**config.mk**
```make
export PLATFORM = sky130hd
export DESIGN_NAME = sync_fifo
export DESIGN_NICKNAME = d
export VERILOG_FILES = /design/src/rtl/sync_fifo.sv
export SDC_FILE = /design/constraint.sdc
export NUM_CORES = 2
export LEC_CHECK = 0
export CAP_MARGIN = 20
export CELL_PAD_IN_SITES_DETAIL_PLACEMENT = 1
export CELL_PAD_IN_SITES_GLOBAL_PLACEMENT = 1
export CORE_ASPECT_RATIO = 1.25
export CORE_MARGIN = 1
export CORE_UTILIZATION = 45
export DETAILED_ROUTE_END_ITERATION = 6
export DONT_BUFFER_PORTS = 1
export PLACE_DENSITY = 0.65
export SETUP_SLACK_MARGIN = 0.1
export SYNTH_ARGS = -nofsm -noshare
export SYNTH_HDL_FRONTEND = slang
export SYNTH_SLANG_ARGS = --single-unit
```
**constraint.sdc**
```tcl
create_clock -name clk_i -period 7.8 [get_ports clk_i]
set_clock_uncertainty 0.05 [all_clocks]
set_input_delay 1.56 -clock clk_i [delete_from_list [all_inputs] [get_ports clk_i]]
set_output_delay 1.56 -clock clk_i [all_outputs]
set_load 0.01 [all_outputs]
```
**src/rtl/sync_fifo.sv**
```systemverilog
// Single-clock FIFO with selectable registered or first-word-fall-through read
// output, exact occupancy count, programmable almost-full/almost-empty
// thresholds, sticky overflow/underflow flags and a synchronous flush.
//
// Storage is a DP x DW register array addressed by the low ADDRW bits of two
// (ADDRW+1)-bit binary pointers. The extra MSB is a wrap bit, so occupancy is
// simply the modular difference of the pointers and full/empty are told apart
// without any special casing at the DP-1 -> 0 boundary.
module sync_fifo #(
  parameter int unsigned DW        = 32,
  parameter int unsigned DP        = 64,
  parameter int unsigned AFULL_TH  = DP - 4,
  parameter int unsigned AEMPTY_TH = 4,
  parameter bit          FWFT      = 1'b0,
  localparam int unsigned ADDRW    = $clog2(DP)
) (
  input  logic             clk_i,
  input  logic             rst_n,
  input  logic             flush,
  input  logic             w_req,
  input  logic [DW-1:0]    data_i,
  output logic             full,
  input  logic             r_req,
  output logic [DW-1:0]    data_o,
  output logic             empty,
  output logic [ADDRW:0]   count,
  output logic             almost_full,
  output logic             almost_empty,
  output logic             overflow,
  output logic             underflow
);

  // Thresholds resized once to the count width so every compare is same-width.
  localparam logic [ADDRW:0] FullCnt   = (ADDRW + 1)'(DP);
  localparam logic [ADDRW:0] AfullCnt  = (ADDRW + 1)'(AFULL_TH);
  localparam logic [ADDRW:0] AemptyCnt = (ADDRW + 1)'(AEMPTY_TH);

  // ---------------------------------------------------------------------------
  // State
  // ---------------------------------------------------------------------------
  logic [ADDRW:0]  w_ptr_q, w_ptr_d;
  logic [ADDRW:0]  r_ptr_q, r_ptr_d;
  logic            ovf_q, ovf_d;
  logic            udf_q, udf_d;
  logic [DW-1:0]   mem_q [DP];

  // ---------------------------------------------------------------------------
  // Status decode: purely from the registered pointers, never from requests
  // ---------------------------------------------------------------------------
  logic [ADDRW:0]  count_w;
  logic            full_w;
  logic            empty_w;

  // Occupancy and flags decoded from the pointer difference.
  always_comb begin
    count_w = w_ptr_q - r_ptr_q;
    full_w  = (count_w == FullCnt);
    empty_w = (count_w == '0);
  end

  assign count        = count_w;
  assign full         = full_w;
  assign empty        = empty_w;
  assign almost_full  = (count_w >= AfullCnt);
  assign almost_empty = (count_w <= AemptyCnt);
  assign overflow     = ovf_q;
  assign underflow    = udf_q;

  // ---------------------------------------------------------------------------
  // Request acceptance
  // ---------------------------------------------------------------------------
  // Acceptance looks only at the pre-edge flags: a write into a full FIFO is
  // refused even if a read frees a slot in the same cycle, and vice versa.
  logic wa;
  logic ra;

  // Accept decode; flush masks both requests.
  always_comb begin
    wa = w_req & ~full_w  & ~flush;
    ra = r_req & ~empty_w & ~flush;
  end

  // ---------------------------------------------------------------------------
  // Next-state logic
  // ---------------------------------------------------------------------------
  // Pointer advance and sticky error flags; flush clears all of them.
  always_comb begin
    w_ptr_d = w_ptr_q;
    r_ptr_d = r_ptr_q;
    ovf_d   = ovf_q;
    udf_d   = udf_q;
    if (flush) begin
      w_ptr_d = '0;
      r_ptr_d = '0;
      ovf_d   = 1'b0;
      udf_d   = 1'b0;
    end else begin
      w_ptr_d = w_ptr_q + {{ADDRW{1'b0}}, wa};
      r_ptr_d = r_ptr_q + {{ADDRW{1'b0}}, ra};
      ovf_d   = ovf_q | (w_req & full_w);
      udf_d   = udf_q | (r_req & empty_w);
    end
  end

  // Pointer and flag registers with asynchronous reset.
  always_ff @(posedge clk_i or negedge rst_n) begin
    if (!rst_n) begin
      w_ptr_q <= '0;
      r_ptr_q <= '0;
      ovf_q   <= 1'b0;
      udf_q   <= 1'b0;
    end else begin
      w_ptr_q <= w_ptr_d;
      r_ptr_q <= r_ptr_d;
      ovf_q   <= ovf_d;
      udf_q   <= udf_d;
    end
  end

  // ---------------------------------------------------------------------------
  // Storage array
  // ---------------------------------------------------------------------------
  // Array is intentionally not reset or flushed; the pointers define validity.
  always_ff @(posedge clk_i) begin
    if (wa) begin
      mem_q[w_ptr_q[ADDRW-1:0]] <= data_i;
    end
  end

  logic [DW-1:0] rd_data;
  assign rd_data = mem_q[r_ptr_q[ADDRW-1:0]];

  // ---------------------------------------------------------------------------
  // Read data output
  // ---------------------------------------------------------------------------
  if (FWFT) begin : g_fwft
    // Head of queue is presented directly; r_req only acknowledges it.
    assign data_o = rd_data;
  end else begin : g_reg
    logic [DW-1:0] dout_q, dout_d;

    // Capture the head word on an accepted read, hold otherwise.
    always_comb begin
      dout_d = dout_q;
      if (flush) begin
        dout_d = '0;
      end else if (ra) begin
        dout_d = rd_data;
      end
    end

    // Registered read data with asynchronous reset.
    always_ff @(posedge clk_i or negedge rst_n) begin
      if (!rst_n) begin
        dout_q <= '0;
      end else begin
        dout_q <= dout_d;
      end
    end

    assign data_o = dout_q;
  end

endmodule

```
==> results <==
- The routed length per instance is ~34 um.
- Along the worst path, the maximum fanout reaches 29.
- The commonest non-fill, non-tap cell in the layout is edfxtp_1.
- In this run the deepest clock path goes through 3 buffers.
- The flip-flop cell with the highest count after synthesis is edfxtp_1.
- The H-tree generated during clock tree synthesis spans 4 levels.
- Timing would allow up to roughly 160 MHz.
- The source of the critical timing path is r_ptr_q[0].
- The placer congestion estimate is 0.9058.
- The required time reported for the critical path endpoint is 6190 ps.
- The via density per instance is between 6 and 7.
- The total vias in the final route is 39,330.
- The total global-route track usage is 0.2399.
- The post-layout minimum cycle time is between 6000 and 7000 ps.
- The clock drives 2,096 sinks.
- The number of cells on the worst reg-to-reg path is 9.
- Gates resized during post-CTS repair numbered 0.
- The DRC marker count from the first detailed-route iteration is 4,563.
- In the post-synthesis netlist, the biggest area contributors are edfxtp_1 76%, mux4_2 12%, mux2i_1 3.1%, dfrtp_1 1.5%, a22oi_1 1.1%.
- The number of warnings printed during yosys synthesis is 0.
- The routed design has roughly 220 mm of wire.
- The power density of the placed cells is 275.3 mW/mm^2.
- The number of input and output port buffers inserted is 0.
- After synthesis the netlist holds a flip-flop and latch count of between 2,000 and 2,500.
- For this run, the detailed router's first-pass iteration total came to 6.
- The HPWL after detailed placement is approximately 120 mm.
- TritonCTS built the clock tree.
- The tool flagged a number of max-cap violations equal to 0.
- In the layout the commonest cells are 2,048 x edfxtp_1, 421 x mux4_2, 249 x mux2i_1.
- The origin of the critical flop-to-flop path is r_ptr_q[0].
- Following the worst setup path forward leads to its endpoint at full.
- After detailed routing, the met2 layer carries about 100 mm of wire.
- The type of the most critical hold path is in2async.
- The worst-skew pair later-pin latency is 840 ps.
- The sequential cell fraction of total power is 0.506.
- The worst path meets setup with 1439 ps of slack.
- Counting flops with an async set or reset pin after synthesis yields a share of 0.02290.
- The endpoint kind of the worst setup timing path is an output port.
- After the last flow step, the layout net total stands at between 3,000 and 4,000.
- The core region is 0.1781 sq mm.
- In this run, CTS created clock tree buffers numbering 199.
- The I/O pin count is 82.
- The number of library cell types mapped by synthesis is 62.
- The total standard cell area after synthesis is 0.08084 sq mm.
- The highest layer used for signal routing is met5.
- The maximum vdd ir drop is 207.1 uV.
- The data arrival at the endpoint of the critical path is around 4800 ps.
- The die is around 480 um tall.
- The remaining routing DRC violations is 0.
- The max-slew violation count is 0.
- The initial antenna violation count is 8.
- The count of nets left with antenna violations once routing finished came out at 0.
- The via count of the first global-routing pass is 39,740.
- The die area is 0.1814 sq mm.
- The power share of the clock group is 0.383.
- STA classifies the critical path startpoint as a flop.
- The proportion of synthesized chip area in sequential cells is 0.7756.
- The slew at the pin closest to its max-slew limit is approximately 1200 ps.
- The die is 381.1 um wide.
- The wire length on met3 is roughly 18 mm.
- The relative slew slack is 0.1679.
- The first-pass GRT wire length is 304.3 mm.
- The cell leakage power is 27.13 nW.
- The synthesized design contains 2,048 enable-type register cells.
- Setup violations remaining at the end of the flow were counted as 0.
- The final count of hold timing violations is 0.
- For this block, wires on met1 add up to 90.28 mm.
- The flow ran to the end, and the final reports show no timing, DRC or antenna violations.
- edfxtp_1 takes more of the synthesized area than any other cell.
- The per-instance average area after synthesis is around 21 sq um.
- After clock tree synthesis, the clock-pin slew on the worst setup and hold paths is 70 ps.
- The internal power of the cells is around 19 mW.
- Adding up every negative setup slack in the final design gives 0 ps.
- In the final layout, the share of cells above drive strength 1 is 0.2398.
- Prior to clock tree synthesis, the placed netlist has a worst setup slack of around 2300 ps.
- Of the total power, the share spent switching nets is 0.2340.
- Entering global routing, the biggest net connects 106 pins.
- The post-CTS setup-driven buffer insertion count is 0.
- The number of buffers inserted by hold repair at cts is 0.
- The minimum hold slack is 360.8 ps.
- For this configuration, the core starts out at a cell density of 0.4538.
- Once layout is complete, the utilization of the core stands at 0.5077.
- The row count is 173.
- Setup repair after global routing left no endpoint under its margin.
- In the finished design, the share of the clock period the worst path needs comes to 0.8155.
- The synthesized net count is 3,818.
- After technology mapping, the gate count stands at 3,770.
- The design draws 24.90 mW.
- The library cell used as clock root buffer is clkbuf_16.
- The critical setup path kind is reg2out.
- The total overflow left after global routing is 0.
- The register-to-register setup slack is between 2000 and 3000 ps.
- For this design the total switching power over the nets is 5.826 mW.
- The worst flop-to-flop path endpoint is data_o[11].
- The relative area change from synthesis to final layout is 11.87%.
- Of the total power, combinational logic draws 0.111.
- The fraction of post-synthesis cell area in the top cell type by area is 0.7607.
[stage by stage]
stage	cells	cell area [sq um]
2_1_floorplan	3770	80840
3_3_place_gp	6020	84020
3_5_place_dp	6022	84060
6_report	6391	90440
5_1_grt	6388	90440
4_1_cts	6387	90430
[worst min path at each step]
stage,start,end,slack [ps],cells after the start
final,rst_n,data_o[8],360,0
after global routing,rst_n,data_o[22],320,0
after floorplan,r_ptr_q[6],r_ptr_q[6],470,2
after CTS,rst_n,data_o[22],300,0
after detailed placement,r_ptr_q[6],r_ptr_q[6],520,2
after global placement,w_ptr_q[6],w_ptr_q[6],500,2
[routing by layer]
layer,vias to the layer above,track usage
met4,2,0.08200
met1,21440,0.3427
li1,16050,-
met2,1576,0.3700
met5,-,0
met3,267,0.04879
[Yosys cell counts, drive strengths merged, types with 2 or more instances]
library cell / number
xnor2: 8
edfxtp: 2048
mux4: 421
inv: 11
nand2b: 38
nor3: 3
or3: 33
o32ai: 2
nand3: 66
buf: 136
nand2: 103
and2: 4
nand3b: 3
o221ai: 2
or2: 5
mux2i: 249
a21oi: 38
o21ba: 2
or3b: 2
a22oi: 122
xor2: 5
a221oi: 33
a31o: 28
nor4: 64
nor2b: 10
o22ai: 93
a31oi: 32
nor2: 20
o21ai: 8
clkbuf: 105
a211oi: 2
dfrtp: 48
ha: 10
[layout make-up]
type / instances / area, sq um
sequential: 2096 / 62710
clock inverter: 98 / 975.9
timing repair buffer: 131 / 1054
antenna: 4 / 10.01
multi-input combinational: 1421 / 17290
clock buffer: 267 / 5400
tap: 2362 / 2955
inverter: 12 / 47.55
fill: 15540 / 87700
[flip-flops by register name, indices dropped and copies added (netlist names)]
name       cells
mem_q       2048
data_o        32
r_ptr_q        7
w_ptr_q        7
overflow       1
underflow      1
[worst max-delay path: stages (launching register included)]
cell and delay, ps:
dfrtp_4 850, ha_1 300, inv_1 60, fa_1 590, nand2b_1 230, or2_2 290
a2111o_4 540, nor2b_4 630, buf_4 370
[cells by family (layout without fill, tap and decap cells)]
family	count (synthesis)	after routing	share of synthesized area
multiplexers	671	671	0.1483
XOR/XNOR	13	13	0.001501
AO/OA/AOI/OAI	372	372	0.03396
AND/OR/NAND/NOR	354	354	0.02275
other	0	4	0
adder cells (fa/ha/maj)	11	11	0.001795
buffers and inverters	253	508	0.01617
flip-flops	2096	2096	0.7756
[power groups by stage]
stage | clock (mW) | sequential, mW | combinational (mW)
floorplan | 0 | 12.7 | 2.18
global placement | 0 | 12.8 | 2.77
detailed placement | 0 | 12.8 | 2.79
CTS | 9.72 | 12.6 | 2.81
global route | 10.1 | 12.6 | 2.94
finish | 9.54 | 12.6 | 2.77
(Power assumes the default switching activity.)
